===== src/rtl/imem_loader.sv =====
// Byte-stream program loader: packs a length-prefixed, XOR-checksummed image into
// 32-bit words, writes them to instruction memory and holds the CPU until it checks out.
module imem_loader #(
  parameter int          DEPTH     = 1024,
  parameter logic [31:0] BASE_ADDR = 32'h0
) (
  input  logic        clk,
  input  logic        reset_n,
  input  logic        start,
  input  logic [7:0]  in_data,
  input  logic        in_valid,
  output logic        in_ready,
  output logic        wr_en,
  output logic [31:0] wr_addr,
  output logic [31:0] wr_data,
  output logic        cpu_hold,
  output logic        done,
  output logic        error
);

  localparam int              IDXW    = $clog2(DEPTH + 1);
  localparam logic [16:0]     DEPTH_W = 17'(DEPTH);
  localparam logic [IDXW-1:0] ONE     = IDXW'(1);

  typedef enum logic [2:0] {
    IDLE, LEN_HI, LEN_LO, DATA, CHECK, DONE, ERR
  } state_t;

  state_t          state, nextState;
  logic [7:0]      lenHi;
  logic [IDXW-1:0] wordTotal;
  logic [IDXW-1:0] wordIdx;
  logic [1:0]      byteCnt;
  logic [23:0]     shiftReg;
  logic [7:0]      csum;
  logic            xfer;
  logic            startOk;
  logic            lenTooBig;
  logic            lastWord;
  logic [15:0]     lenWord;

  assign xfer      = in_valid & in_ready;
  assign startOk   = start && (state == IDLE || state == DONE || state == ERR);
  assign lenWord   = {lenHi, in_data};
  assign lenTooBig = {1'b0, lenWord} > DEPTH_W;
  assign lastWord  = (byteCnt == 2'd3) && (wordIdx == wordTotal - ONE);

  always_ff @(posedge clk or negedge reset_n) begin
    if (!reset_n) state <= IDLE;
    else          state <= nextState;
  end

  always_comb begin
    nextState = state;
    case (state)
      IDLE, DONE, ERR: if (startOk) nextState = LEN_HI;
      LEN_HI:          if (xfer) nextState = LEN_LO;
      LEN_LO: begin
        if (xfer) begin
          if (lenTooBig)          nextState = ERR;
          else if (lenWord == 0)  nextState = CHECK;
          else                    nextState = DATA;
        end
      end
      DATA:            if (xfer && lastWord) nextState = CHECK;
      CHECK:           if (xfer) nextState = (in_data == csum) ? DONE : ERR;
      default:         nextState = IDLE;
    endcase
  end

  always_comb begin
    in_ready = 1'b0;
    case (state)
      LEN_HI, LEN_LO, DATA, CHECK: in_ready = 1'b1;
      default:                     in_ready = 1'b0;
    endcase
  end

  // Datapath: the checksum byte itself is never folded into the running XOR.
  always_ff @(posedge clk or negedge reset_n) begin
    if (!reset_n) begin
      lenHi     <= '0;
      wordTotal <= '0;
      wordIdx   <= '0;
      byteCnt   <= '0;
      shiftReg  <= '0;
      csum      <= '0;
      wr_en     <= 1'b0;
      wr_addr   <= '0;
      wr_data   <= '0;
      cpu_hold  <= 1'b0;
      done      <= 1'b0;
      error     <= 1'b0;
    end else begin
      wr_en <= 1'b0;
      if (startOk) begin
        done     <= 1'b0;
        error    <= 1'b0;
        csum     <= '0;
        wordIdx  <= '0;
        byteCnt  <= '0;
        shiftReg <= '0;
        cpu_hold <= 1'b1;
      end else if (xfer) begin
        if (state != CHECK) csum <= csum ^ in_data;
        case (state)
          LEN_HI: lenHi <= in_data;
          LEN_LO: begin
            wordTotal <= lenWord[IDXW-1:0];
            if (lenTooBig) error <= 1'b1;
          end
          DATA: begin
            byteCnt  <= byteCnt + 2'd1;
            shiftReg <= {shiftReg[15:0], in_data};
            if (byteCnt == 2'd3) begin
              wr_en   <= 1'b1;
              wr_data <= {shiftReg, in_data};
              wr_addr <= BASE_ADDR + {{(30-IDXW){1'b0}}, wordIdx, 2'b00};
              wordIdx <= wordIdx + ONE;
            end
          end
          CHECK: begin
            if (in_data == csum) begin
              done     <= 1'b1;
              cpu_hold <= 1'b0;
            end else begin
              error <= 1'b1;
            end
          end
          default: ;
        endcase
      end
    end
  end

endmodule


===== config.mk =====
export PLATFORM = sky130hd
export DESIGN_NAME = imem_loader
export DESIGN_NICKNAME = d
export VERILOG_FILES = /design/src/rtl/imem_loader.sv
export SDC_FILE = /design/constraint.sdc
export NUM_CORES = 1
export LEC_CHECK = 0
export BUFFER_PORTS_ARGS = -buffer_cell sky130_fd_sc_hd__buf_2
export CAP_MARGIN = 20
export CORE_MARGIN = 1.5
export CORE_UTILIZATION = 30
export DETAILED_ROUTE_END_ITERATION = 12
export HOLD_SLACK_MARGIN = 0.1
export PLACE_DENSITY = 0.52
export SYNTH_ARGS = -nofsm -noshare
export SYNTH_HDL_FRONTEND = slang
export SYNTH_SLANG_ARGS = --single-unit

===== constraint.sdc =====
create_clock -name clk -period 1.9 [get_ports clk]
set_input_delay 0.38 -clock clk [delete_from_list [all_inputs] [get_ports clk]]
set_output_delay 0.38 -clock clk [all_outputs]
set_load 0.02 [all_outputs]

## Word level (Yosys, flattened, before mapping)

Index checks and enable logic that the tools add are counted.

- Output and inout bits: 69
- Register bits: 114

- Bitwise gates (word level): 3
- Mux-type cells: 40
- Reductions and logical operators: 25
- Equality and inequality tests: 17
- $add $sub $neg: 3
- Magnitude comparators: 1

Operators with widths:

| cell | count |
|---|---|
| $mux 24 | 3 |
| $mux 11 | 4 |
| $mux 8 | 3 |
| $mux 3 | 7 |
| $mux 1 | 17 |
| $gt 16x11->1 const B | 1 |
| $logic_not 16->1 | 1 |
| $pmux 3 s5 | 1 |
| $reduce_and 3->1 | 4 |
| $reduce_bool 2->1 | 6 |
| $add 11x1->11 const B | 1 |
| $eq 11x11->1 | 1 |
| $sub 11x1->11 const B | 1 |
| $ne 2x2->1 const B | 5 |
| $eq 3x3->1 const B | 3 |
| $ne 3x3->1 const B | 3 |
| $eq 8x8->1 | 1 |
| $mux 2 | 4 |
| $reduce_and 4->1 | 2 |
| $xor 8x8->8 | 1 |
| $eq 3x2->1 const B | 2 |
| $reduce_and 5->1 | 1 |
| $reduce_and 2->1 | 2 |
| $reduce_or 4->1 | 1 |
| other kinds (11) | 14 |

## Logic depth before layout (Yosys ltp)

Gate-level depths: netlist of the first run.

- Depth in word-level cells: 7
- Gate-level depth with buffers: 9

## Worst setup path after synthesis of the first run

Ideal clock, no wire load.

- Path type: reg2reg
- Start: reg wordTotal[3]
- End: reg state[2]
- Buffers on the path: 0
- Stages on the path, launching flop included: 7
- Arrival: 1.860 ns
- Slack: -0.078 ns
- Cells stage by stage: dfrtp_1 > or4_4 > or3_1 > o211ai_1 > nor4_1 > and4_4 > a21o_1

- Word-level cells in the longest chain between the ends: 6

Ends and longest elaborated chain:

| item | line | text |
|---|---|---|
| start: declaration | 31 | `logic [IDXW-1:0] wordTotal;` |
| start signal: assignment | 109 | `wordTotal <= lenWord[IDXW-1:0];` |
| $sub 11x1->11 | 46 | `assign lastWord = (byteCnt == 2'd3) && (wordIdx == wordTotal - ONE);` |
| $eq 11x11->1 | 46 |  |
| $logic_and 1x1->1 | 46 |  |
| $logic_and 1x1->1 | 65 | `DATA: if (xfer && lastWord) nextState = CHECK;` |
| $ne 2x2->1 (no source line) | - |  |
| $reduce_and 5->1 (no source line) | - |  |
| end signal: assignment | 50 | `else state <= nextState;` |
| end: declaration | 29 | `state_t state, nextState;` |

No other way between the ends.
A chain may end at the register's enable or synchronous reset.

## Final worst setup path of the first run

- Start: reg wordTotal[4]
- End: reg state[1]

Same word-level chain as after synthesis.

==> impl_metrics.env, run 1 <==
export IMPL_drive_gt1_share_pct=25.5
export IMPL_syn_instance_count=597
export IMPL_dieArea_um2=18700
export IMPL_arrival_ns=2.30
export IMPL_cts_root_buf="clkbuf_16"
export IMPL_worstSetupEndpointType="flip-flop"
export IMPL_met2_usage_pct=23.8
export IMPL_violations="negative setup slack"
export IMPL_drv_slew=0
export IMPL_grt_pass1_wl_um=21700
export IMPL_synth_area_um2=5360
export IMPL_place_gp_congestion=0.801
export IMPL_p_int_uw=7180
export IMPL_portBuffers=59
export IMPL_finalCriticalPeriod_ns=2.02
export IMPL_setup_slack_ns=-0.119
export IMPL_busiest_layer="met2"
export IMPL_core_um2=17400
export IMPL_fp_dieH_um=137
export IMPL_start_kind="flip-flop"
export IMPL_clk_latency_ns=0.42
export IMPL_p_leak_uw=0.00346
export IMPL_multi_input_area_um2=2340
export IMPL_regArea_um2=2850
export IMPL_swShare_pct=34.9
export IMPL_hold_viol=0
export IMPL_vias=4354
export IMPL_synth_edf_count=0
export IMPL_drtPass1Iterations=5
export IMPL_synthArstFlopShare_pct=100
export IMPL_dieWidth_um=137
export IMPL_final_nets=712
export IMPL_fillers=1793
export IMPL_grt_use_met3_pct=3.78
export IMPL_seq_power_share_pct=34.6
export IMPL_via_per_inst=4.66
export IMPL_cts_tree="built"
export IMPL_grt_overflow=0
export IMPL_cap_violations=0
export IMPL_gr_usage_met1_pct=20.3
export IMPL_fmax_ghz=0.495
export IMPL_peakVddDrop_v=0.000879
export IMPL_path_clk_slew_ns=0.05
export IMPL_hp_class="in -> reg"
export IMPL_ys_warnings_count=0
export IMPL_htree_num_levels=4
export IMPL_clkSinkCount=114
export IMPL_setup_viol=3
export IMPL_routed_wl_um=13300
export IMPL_cts_buffers=17
export IMPL_area_growth_pct=29.1
export IMPL_synth_cell_types=44
export IMPL_rsz0062_at_grt="yes"
export IMPL_start_util_pct=30.9
export IMPL_p_clk_share_pct=31.1
export IMPL_fin_crit_sh_pct=106
export IMPL_drtAntennaViolNets=0
export IMPL_final_util_pct=39.9
export IMPL_slew_headroom_pct=61.4
export IMPL_clockBufferDepth=2
export IMPL_dp_hpwl_um=9430
export IMPL_fin_worst_skew_ns=0.00647
export IMPL_crit_path_max_fanout=5
export IMPL_antenna_cells=0
export IMPL_yosysSeqAreaShare_pct=53.2
export IMPL_grt_use_total_pct=15.2
export IMPL_ys_ff_latch=114
export IMPL_power_switching_uw=3860
export IMPL_outcome="finished, violations left"
export IMPL_critPathRequiredTime_ns=2.18
export IMPL_finalSetupTns_ns=-0.332
export IMPL_avgSynthCellArea_um2=8.98
export IMPL_tightest_slew_ns=0.577
export IMPL_drtIter0Drc=210
export IMPL_antenna_found_initial=0
export IMPL_timing_setup_critical_path_class="reg -> reg"
export IMPL_io_pins=81
export IMPL_synthFlopType="dfrtp_1"
export IMPL_comb_power_share_pct=34.3
export IMPL_whs_ns=0.249
export IMPL_drc=0
export IMPL_rows=48
export IMPL_grt_pass1_vias=4300
export IMPL_grt_max_degree=51
export IMPL_wl_per_cell_um=14.2
export IMPL_powerDensity_nw_per_um2=1590
## final timing paths
kind / from / endpoint / slack (ns) / depth (start not counted)
setup / recovery: wordTotal[4] / state[1] / -0.12 / 8
hold / removal: in_data[1] / wr_data[1] / 0.25 / 3
setup reg to reg: wordTotal[4] / state[1] / -0.12 / 8
hold reg to reg: wr_data[8] / wr_data[8] / 0.46 / 2
max in group asynchronous: reset_n / wr_data[11] / 0.85 / 3
min in group asynchronous: reset_n / csum[4] / 0.45 / 2
## power by group through the flow
stage          Clock, µW  Combinational (µW)  Sequential (µW)
2_1_floorplan          0                2000             4180
3_3_place_gp           0                3640             3830
3_5_place_dp           0                3690             3870
4_1_cts             3500                3800             3830
5_1_grt             3620                4180             3940
6_report            3430                3780             3820
## metal layers
metal  wire [µm]  part of all wire (%)  vias up
li1            -                     -     2111
met1        6440                    49     2129
met2        6150                    46       96
met3         518                   3.9       18
met4         155                   1.2        0
met5           0                     0        -
## flip-flops by register name, indices dropped and copies added, names as in the netlist
name and count:
wr_data 32, shiftReg 24, wordIdx 11, wordTotal 11, wr_addr 11, csum 8, lenHi 8, state 3
byteCnt 2, cpu_hold 1, done 1, error 1, wr_en 1
## through the flow
step	setup slack (ns)	area [µm²]	instances	power, µW
after global routing	-0.241	6920	935	11700
after global placement	-0.108	6190	900	7460
after floorplan	0.0194	5450	617	6180
final	-0.119	6920	935	11000
after CTS	-0.123	6900	935	11100
after detailed placement	-0.273	6190	900	7560
## cells in the mapped netlist, drive strengths merged, types with 9 or more instances
library cell / count / share of area (%)
dfrtp: 114 / 53
nor4: 9 / 1.2
a21o: 9 / 1.3
mux2: 17 / 3.6
clkbuf: 22 / 1.5
xnor2: 17 / 2.8
a21oi: 31 / 2.9
o21ai: 28 / 2.6
buf: 33 / 4.0
nor2: 29 / 2.0
nand2: 213 / 15
xor2: 14 / 2.3
## area by class of cell
class	count	share of cell area, %
Clock buffer	20	6.74
Clock inverter	12	2.60
Inverter	6	0.325
Multi-Input combinational cell	442	33.7
Sequential cell	114	41.2
Tap cell	225	4.07
Timing Repair Buffer	116	11.3
## critical path, cell delays in order, from the launching register on
cell,delay (ns)
dfrtp_1,0.37
or4_4,0.59
buf_6,0.15
nor4_4,0.15
buf_4,0.17
a21oi_1,0.06
o211ai_1,0.08
and4_4,0.25
o21ai_1,0.07
## cells by family (layout without fill, tap and decap cells)
family	Yosys count	in the layout	share of synthesized area [%]
simple gates	286	286	22.3
flops	114	114	53.2
compound gates	83	83	8.93
buf+inv	61	154	5.95
xor+xnor	31	31	5.06
mux	18	18	3.76
fa+ha+maj	3	3	0.700
other cells	1	21	0.0699
## layout by cell type (no fill, tap or decap), types with 3 or more instances in the layout
master / instances
buf_4: 52
nand2_1: 212
xnor2_1: 16
clkinvlp_4: 5
inv_1: 5
o21ai_0: 26
a21o_1: 9
nand2b_1: 5
nor2_1: 28
nor3_1: 5
or3_1: 4
mux2_2: 17
buf_12: 4
dfrtp_1: 113
clkbuf_8: 3
bufinv_16: 4
clkbuf_16: 17
buf_2: 58
and3_1: 5
nor4_1: 5
conb_1: 21
a21oi_1: 31
xor2_1: 14
nand3_1: 5
## timing repair
action	in CTS	in global routing
gates resized for setup	7	6
setup buffers	2	0
endpoints found under the hold margin	27	0
hold buffers	1	0
setup endpoints to repair	4	14
pin swaps	7	0
Note: power is estimated with default switching activity, not from simulation.
==> inputs of run 2 (changes only) <==
Settings changed: CORE_UTILIZATION 30 to 51, PLACE_DENSITY 0.52 to 0.79.
==> impl_metrics.env, run 2 (same netlist as run 1, synthesis figures left out) <==
export IMPL_rsz0062_at_grt="yes"
export IMPL_portBuffers=59
export IMPL_cap_violations=0
export IMPL_finalCriticalPeriod_ns=1.99
export IMPL_finalSetupTns_ns=-0.181
export IMPL_tightest_slew_ns=0.601
export IMPL_routed_wl_um=12500
export IMPL_r2r_slack_ns=-0.09
export IMPL_crit_path_end="state[2]"
export IMPL_vias=4485
export IMPL_dp_worst_setup_slack_ns=-0.0937
export IMPL_final_cell_mix="213 x nand2_1, 113 x dfrtp_1, 58 x buf_2, 49 x buf_4, 31 x a21oi_1"
export IMPL_area_growth_pct=25.3
export IMPL_drtIter0Drc=297
export IMPL_outcome="finished, violations left"
export IMPL_via_per_inst=5.34
export IMPL_drive_gt1_share_pct=25.1
export IMPL_grt_overflow=0
export IMPL_htree_num_levels=4
export IMPL_grt_max_degree=41
export IMPL_arrival_ns=2.39
export IMPL_reg2reg_from="wordTotal[3]"
export IMPL_fin_worst_skew_ns=0.00632
export IMPL_drc=0
export IMPL_hold_start="in_data[1]"
export IMPL_clockBufferDepth=2
export IMPL_setup_viol=3
export IMPL_antenna_found_initial=0
export IMPL_timing_setup_critical_path_class="reg -> reg"
export IMPL_setup_slack_ns=-0.0888
export IMPL_grt_pass1_wl_um=20700
export IMPL_clk_latency_ns=0.52
export IMPL_p_leak_uw=0.00343
export IMPL_drv_slew=0
export IMPL_final_common_cell="nand2_1"
export IMPL_final_util_pct=65.4
export IMPL_violations="negative setup slack"
export IMPL_r2r_end="state[2]"
export IMPL_final_nets=706
export IMPL_hold_viol=0
export IMPL_grt_use_total_pct=23.4
export IMPL_cts_tree="built"
export IMPL_largestRegisters="wr_data (32), shiftReg (24)"
export IMPL_slew_headroom_pct=59.8
export IMPL_fmax_ghz=0.503
export IMPL_cts_buffers=17
export IMPL_dp_hpwl_um=8400
export IMPL_grt_pass1_vias=4374
export IMPL_drtPass1Iterations=6
export IMPL_hp_class="in -> reg"
export IMPL_antenna_cells=0
export IMPL_crit_path_max_fanout=5
export IMPL_wl_per_cell_um=14.9
export IMPL_worstSetupEndpointType="flip-flop"
export IMPL_drtAntennaViolNets=0
export IMPL_largest_register_ffs=32
export IMPL_regMostFlops="wr_data"
export IMPL_path_clk_slew_ns=0.06
export IMPL_io_pins=81
export IMPL_powerDensity_nw_per_um2=1630
export IMPL_fp_dieH_um=106
export IMPL_start_kind="flip-flop"
export IMPL_clkSinkCount=114
export IMPL_critPathRequiredTime_ns=2.30
export IMPL_dieWidth_um=106
export IMPL_crit_start="wordTotal[3]"
export IMPL_r2r_cells=6
export IMPL_fillers=836
export IMPL_start_util_pct=52.2
export IMPL_cts_root_buf="clkbuf_8"
export IMPL_core_um2=10300
export IMPL_rows=37
export IMPL_peakVddDrop_v=0.000758
export IMPL_place_gp_congestion=0.821
export IMPL_dieArea_um2=11100
export IMPL_fin_crit_sh_pct=105
[run 2: cell type report]
type | instances | area (µm²) | share of cell area [%]
timing repair buffer | 110 | 708 | 10.5
sequential | 114 | 2850 | 42.5
inverter | 6 | 22.5 | 0.335
tap | 136 | 170 | 2.53
clock buffer | 19 | 432 | 6.42
clock inverter | 13 | 171 | 2.55
multi-input combinational | 442 | 2360 | 35.2
[run 2: what timing repair did]
action | CTS | global route
pin swaps | 1 | 6
buffers inserted | 0 | 6
hold endpoints to repair | 36 | 0
cloned | 0 | 0
setup endpoints to repair | 13 | 16
gates resized for setup | 3 | 15
hold buffers | 1 | 0
[run 2: worst min path at each step]
stage / end / slack [ns] / depth (start not counted)
3_5_place_dp: wr_data[28] / 0.39 / 1
2_1_floorplan: byteCnt[0] / 0.08 / 0
5_1_grt: lenHi[6] / 0.23 / 2
4_1_cts: lenHi[6] / 0.21 / 2
6_report: wr_data[1] / 0.23 / 4
3_3_place_gp: wr_data[28] / 0.37 / 1
[run 2: layer usage]
layer,vias up,GRT usage [%],part of all wire [%]
met2,166,39.5,52
met4,0,9.36,2.0
li1,2105,-,-
met1,2189,30.3,41
met3,25,4.02,4.9
met5,-,0,0
[run 2: stage by stage]
stage	area [µm²]	hold WS, ns	total power (µW)	cells
floorplan	5450	0.0844	6180	617
global placement	5980	0.374	7220	801
detailed placement	5980	0.390	7400	801
CTS	6600	0.215	10700	834
global route	6720	0.230	11600	840
finish	6720	0.225	11000	840
[run 2: worst max-delay path: stages, from the launching register on]
cell	delay [ns]
dfrtp_1	0.37
or4_4	0.60
or3_1	0.35
o211ai_1	0.10
nor4_1	0.07
and4_4	0.22
a21o_1	0.18
[run 2: power breakdown]
part	switching, µW	leakage, µW	internal, µW
combinational	2180	0.00164	1700
sequential	617	0.00150	3240
clock	1160	0.000290	2050
